### config.mk
export PLATFORM = sky130hd
export DESIGN_NAME = seg7_scan_ctrl
export DESIGN_NICKNAME = d
export VERILOG_FILES = /design/src/rtl/seg7_scan_ctrl_pkg.sv /design/src/rtl/seg7_scan_ctrl_decode.sv /design/src/rtl/seg7_scan_ctrl.sv
export SDC_FILE = /design/constraint.sdc
export NUM_CORES = 1
export LEC_CHECK = 0
export BUFFER_PORTS_ARGS = -buffer_cell sky130_fd_sc_hd__buf_2
export CORE_MARGIN = 4
export CORE_UTILIZATION = 47
export CTS_CLUSTER_DIAMETER = 30
export CTS_CLUSTER_SIZE = 14
export DETAILED_ROUTE_END_ITERATION = 6
export PLACE_DENSITY = 0.74
export SYNTH_ARGS = -nofsm -noshare
export SYNTH_HDL_FRONTEND = slang
export SYNTH_HIERARCHICAL = 1
export SYNTH_SLANG_ARGS = --single-unit
### constraint.sdc
create_clock -name CLK -period 6.1 [get_ports CLK]
set_input_delay 0.305 -clock CLK [delete_from_list [all_inputs] [get_ports CLK]]
set_output_delay 0.305 -clock CLK [all_outputs]
set_load 0.005 [all_outputs]
### src/rtl/seg7_scan_ctrl_pkg.sv
// Shared constants for the 4-digit multiplexed seven-segment scanner:
// active-low segment patterns, digit count and the per-slot FSM encoding.
package seg7_scan_ctrl_pkg;

  localparam int NUM_DIGITS = 4;

  // Segment order is {g,f,e,d,c,b,a}; a 0 lights the segment.
  localparam logic [6:0] SEG_OFF = 7'h7F;
  localparam logic [6:0] SEG_0   = 7'h40;
  localparam logic [6:0] SEG_1   = 7'h79;
  localparam logic [6:0] SEG_2   = 7'h24;
  localparam logic [6:0] SEG_3   = 7'h30;
  localparam logic [6:0] SEG_4   = 7'h19;
  localparam logic [6:0] SEG_5   = 7'h12;
  localparam logic [6:0] SEG_6   = 7'h02;
  localparam logic [6:0] SEG_7   = 7'h78;
  localparam logic [6:0] SEG_8   = 7'h00;
  localparam logic [6:0] SEG_9   = 7'h10;

  typedef enum logic {
    ST_BLANK = 1'b0,
    ST_DRIVE = 1'b1
  } slot_state_e;

endpackage

### src/rtl/seg7_scan_ctrl_decode.sv
// Combinational BCD-to-seven-segment decode; codes 10..15 show nothing.
module seg7_decode
  import seg7_scan_ctrl_pkg::*;
(
  input  logic [3:0] bcd,
  output logic [6:0] seg
);

  always_comb begin
    seg = SEG_OFF;
    case (bcd)
      4'd0:    seg = SEG_0;
      4'd1:    seg = SEG_1;
      4'd2:    seg = SEG_2;
      4'd3:    seg = SEG_3;
      4'd4:    seg = SEG_4;
      4'd5:    seg = SEG_5;
      4'd6:    seg = SEG_6;
      4'd7:    seg = SEG_7;
      4'd8:    seg = SEG_8;
      4'd9:    seg = SEG_9;
      default: seg = SEG_OFF;
    endcase
  end

endmodule

### src/rtl/seg7_scan_ctrl.sv
// Four-digit multiplexed seven-segment scanner with blanking guard band,
// double-buffered display value (frame-aligned update) and leading-zero blanking.
module seg7_scan_ctrl
  import seg7_scan_ctrl_pkg::*;
#(
  parameter int TICK_DIV  = 25000,
  parameter int BLANK_CYC = 500
) (
  input  logic        CLK,
  input  logic        RST,
  input  logic        LD,
  input  logic [15:0] DIN,
  input  logic        LZB,
  output logic [6:0]  SEG,
  output logic [3:0]  K,
  output logic        PEND,
  output logic        FRAME
);

  localparam int CW = (TICK_DIV > 1) ? $clog2(TICK_DIV) : 1;
  localparam logic [CW-1:0] CNT_LAST  = CW'(TICK_DIV - 1);
  localparam logic [CW-1:0] CNT_BLANK = CW'(BLANK_CYC);

  generate
    if (TICK_DIV < 2 || BLANK_CYC <= 0 || BLANK_CYC >= TICK_DIV) begin : g_bad_params
      $error("seg7_scan_ctrl: need TICK_DIV >= 2 and 0 < BLANK_CYC < TICK_DIV");
    end
  endgenerate

  logic [CW-1:0] cnt_q, cnt_d;
  logic [1:0]    dig_q, dig_d;
  slot_state_e   state_q, state_d;
  logic [15:0]   disp_q, disp_d;
  logic [15:0]   shadow_q, shadow_d;
  logic          pend_q, pend_d;
  logic          frame_q, frame_d;
  logic          wrap, xfer;

  always_comb begin
    wrap     = (cnt_q == CNT_LAST);
    cnt_d    = wrap ? '0 : cnt_q + 1'b1;
    dig_d    = wrap ? dig_q + 2'd1 : dig_q;
    // Transfer only at the very end of digit 3 so a frame never mixes values.
    xfer     = wrap && (dig_q == 2'd3) && pend_q;
    disp_d   = xfer ? shadow_q : disp_q;
    shadow_d = LD ? DIN : shadow_q;
    pend_d   = LD | (pend_q & ~xfer);
    state_d  = (cnt_d < CNT_BLANK) ? ST_BLANK : ST_DRIVE;
    frame_d  = (cnt_d == '0) && (dig_d == 2'd0);
  end

  always_ff @(posedge CLK) begin
    if (RST) begin
      cnt_q    <= '0;
      dig_q    <= 2'd0;
      state_q  <= ST_BLANK;
      disp_q   <= 16'h0000;
      shadow_q <= 16'h0000;
      pend_q   <= 1'b0;
      frame_q  <= 1'b0;
    end else begin
      cnt_q    <= cnt_d;
      dig_q    <= dig_d;
      state_q  <= state_d;
      disp_q   <= disp_d;
      shadow_q <= shadow_d;
      pend_q   <= pend_d;
      frame_q  <= frame_d;
    end
  end

  logic [3:0] nibble;
  logic [6:0] dec_seg;
  logic       lz_blank;

  always_comb begin
    nibble = disp_q[{dig_q, 2'b00} +: 4];
    // A digit is a leading zero when it and every digit to its left are zero.
    case (dig_q)
      2'd3:    lz_blank = (disp_q[15:12] == 4'h0);
      2'd2:    lz_blank = (disp_q[15:8]  == 8'h00);
      2'd1:    lz_blank = (disp_q[15:4]  == 12'h000);
      default: lz_blank = 1'b0;
    endcase
    lz_blank = lz_blank & LZB;
  end

  seg7_decode u_decode (
    .bcd (nibble),
    .seg (dec_seg)
  );

  always_comb begin
    if (state_q == ST_BLANK) begin
      K   = 4'b1111;
      SEG = SEG_OFF;
    end else begin
      K   = ~(NUM_DIGITS'(1) << dig_q);
      SEG = lz_blank ? SEG_OFF : dec_seg;
    end
  end

  assign PEND  = pend_q;
  assign FRAME = frame_q;

endmodule

==> run_results.csv <==
group,metric,value,unit
clocking,clock_latency,0.31,ns
die,io_pins,33,
die,core_area,0.00551,mm2
die,initial_core_util,48.2,%
place,io_buffers,32,
route,vias,2102,
pwr,powerDensity,208,mW/mm2
sta,fin_tns_setup,0,ns
final_layout,drive_above_1_share,16.8,%
final_layout,n_antenna_cell,0,
clocking,cts_buffer_depth,2,
clocking,clkTransAtPathRegs,0.10,ns
route,drt_iter0_markers,189,
critical_path,rr_startpoint,"cnt_q[4]",
die,chipHeight,83.2,um
clocking,cts_root_buf,"clkbuf_8",
critical_path,cp-endpoint,"SEG[1]",
synthesis,yosys_warnings,6,
critical_path,crit_type,"flop to primary output",
global_routing,track_usage,15.0,%
critical_path,critical_path_buf_inv_count,2,
sta,finalHoldViolCount,0,
critical_path,cp.required,5.79,ns
sta,drv_slew,0,
synthesis,synth.distinct_cells,48,
critical_path,cp.depth,7,
route,ant_nets,0,
sta,fmax,350,MHz
pwr,leakage,1.10,nW
sta,rsz0062_at_grt,"false",
pwr,peakVddDrop,0.115,mV
critical_path,path_cells,"mux4_2 -> inv_1 -> ha_1 -> o21ai_0 -> o21ai_0 -> or2_2 -> buf_2",
synthesis,ys_seq_area_share,39.2,%
flow_run,cap_violations,0,
global_routing,antenna_found_initial,0,
die,die_area,0.00692,mm2
critical_path,ff2ff_path_depth,6,
critical_path,cpMaxStageDelayCell,"mux4_2",
sta,slew_headroom,44.7,%
final_layout,nets,363,
final_layout,instances_no_fill,405,
route,vias_per_cell,5.19,
synthesis,yosysTopAreaCell,"dfxtp_1",
synthesis,async_flop_share,0,%
synthesis,ys.flop_type,"dfxtp_1",
critical_path,crit_arrival,2.55,ns
sta,fin_skew,0.00882,ns
synthesis,postSynthCellCount,312,
clocking,cts_buffers,5,
place,dp_hpwl,3850,um
synthesis,synth_top_area_share,39.2,%
critical_path,max_stage_delay,0.63,ns
clocking,cts.sinks,52,
clocking,cts_tree,"yes",
critical_path,startpoint_type,"flop",
final_layout,nFillCells,525,
synthesis,synth_seq_cells,52,
synthesis,synth_area_leaders,"dfxtp_1 (39%), nand2_1 (7.1%), mux2i_1 (6.4%), nor2_1 (6.1%), ha_1 (5.2%)",
min_path,hp-class,"input port to flop",
critical_path,end_kind,"primary output",
global_routing,grt_pass1_vias,1858,
route,drc,0,
die,rows,27,
route,wire_per_inst,12.9,um
route,finalWirelength,5230,um
global_routing,grt_overflow_total,0,
synthesis,synth_edf_count,0,
die,fp.dieW,83.2,um
critical_path,critPathMaxFanout,9,
critical_path,path_common_cell,"o21ai_0",
clocking,post-cts-setup-buffers,0,
sta,worst-slew-pin-transition,0.830,ns
clocking,holdBufCountCts,0,
sta,min_period,2.86,ns
critical_path,path_delay_family,"multiplexers",
critical_path,critPathLaunch,"dig_q[0]",
synthesis,synth.avg_cell_area,8.51,um2
global_routing,grt_pass1_wl,8810,um
global_routing,grt_start_max_net_pins,47,
min_path,hold_path_depth,3,
route,firstDrtPassIters,4,
run_status,outcome,"finished, final reports clean",
place,dp_cells,397,
sta,setup_viol,0,
critical_path,r2r_slack,3.59,ns
synthesis,syn-num-nets,343,
critical_path,reg2reg_to,"state_q",
sta,fin_crit_sh,46.8,%
synthesis,syn_area,0.00266,mm2
clocking,post_cts_resized,0,
final_layout,syn2layout_area_growth,8.71,%
clocking,cts_max_level,2,
place,place.gp.congestion,0.856,
power by group:
part           switching (W)  internal [W]
Clock               0.000117     0.0000816
Sequential        0.00000710      0.000349
Combinational      0.0000231     0.0000212
state kept, by name, summed over array words and instances (netlist names):
register and cells:
disp_q 16, shadow_q 16, cnt_q 15, dig_q 2, FRAME 1, PEND 1
state_q 1
through the flow:
step | setup WS [ns] | power [W] | util, % | hold WS (ns) | area [um2]
floorplan | 3.65 | 0.000392 | - | 0.429 | 2660
global placement | 3.60 | 0.000408 | 50.8 | 0.442 | 2800
finish | 3.24 | 0.000600 | 52.4 | 0.224 | 2890
CTS | 3.21 | 0.000605 | 52.4 | 0.215 | 2890
detailed placement | 3.56 | 0.000409 | 50.8 | 0.450 | 2800
global route | 3.02 | 0.000627 | 52.4 | 0.214 | 2890
worst reg2reg max path, delay by kind of cell (launching register included):
| kind | cells | cell delay, ns |
|---|---|---|
| compound gates | 2 | 0.30 |
| simple gates | 4 | 1.68 |
| flops | 1 | 0.39 |
how the worst min path moves through the flow:
stage	start	to	slack, ns
4_1_cts	DIN[11]	shadow_q[11]	0.22
3_5_place_dp	disp_q[0]	disp_q[0]	0.45
5_1_grt	DIN[12]	shadow_q[12]	0.21
3_3_place_gp	disp_q[1]	disp_q[1]	0.44
2_1_floorplan	disp_q[0]	disp_q[0]	0.43
6_report	DIN[11]	shadow_q[11]	0.22
placed cells by master (no fill, tap or decap), drive strengths merged, types with 2 or more instances in the layout:
cell type	n
clkbuf	5
buf	32
or2	9
or4	3
and3	4
dfxtp	52
mux2i	17
nor4	5
a32oi	2
a31oi	3
o21ai	11
nand2	50
nor2	43
nand4	4
nand2b	4
nand3	6
mux4	4
nor3	3
a21oi	23
ha	11
xnor2	7
or3	3
inv	9
xor2	7
cell type report:
type	count	area, um2	area share [%]
Inverter	8	30.0	1.04
Clock buffer	5	68.8	2.38
Tap cell	72	90.1	3.12
Multi-Input combinational cell	233	1480	51.1
Sequential cell	52	1040	36.0
Timing Repair Buffer	32	160	5.55
Clock inverter	3	21.3	0.737
kinds of logic (layout without fill, tap and decap cells):
| logic type | Yosys count | count (layout) | synth area share, % |
|---|---|---|---|
| and+or+nand+nor | 142 | 142 | 26.2 |
| DFF | 52 | 52 | 39.2 |
| AOI/OAI and AO/OA | 45 | 45 | 9.80 |
| buffers and inverters | 27 | 48 | 5.23 |
| muxes | 21 | 21 | 9.80 |
| xor gates and xnor gates | 14 | 14 | 4.62 |
| adders and majority gates | 11 | 11 | 5.18 |
cells in the mapped netlist (2+ instances only):
library cell,number
a21oi_1,22
a31oi_1,3
a32oi_1,2
and3_1,4
buf_1,2
buf_2,3
buf_6,4
clkbuf_1,9
dfxtp_1,52
ha_1,11
inv_1,8
mux2i_1,17
mux4_2,4
nand2_1,50
nand2b_1,4
nand3_1,5
nand4_1,4
nor2_1,43
nor3_1,2
nor4_1,4
o21ai_0,9
o21ai_1,2
or2_1,2
or2_2,7
or3_1,3
or4_1,2
xnor2_1,7
xor2_1,7
metal layers:
layer  part of all wire [%]  track usage, %
met1                     51            21.6
met3                    5.3            2.78
met5                      0               0
met4                    1.4            4.90
met2                     42            22.5
No activity file was read; power rests on OpenSTA's default activity.
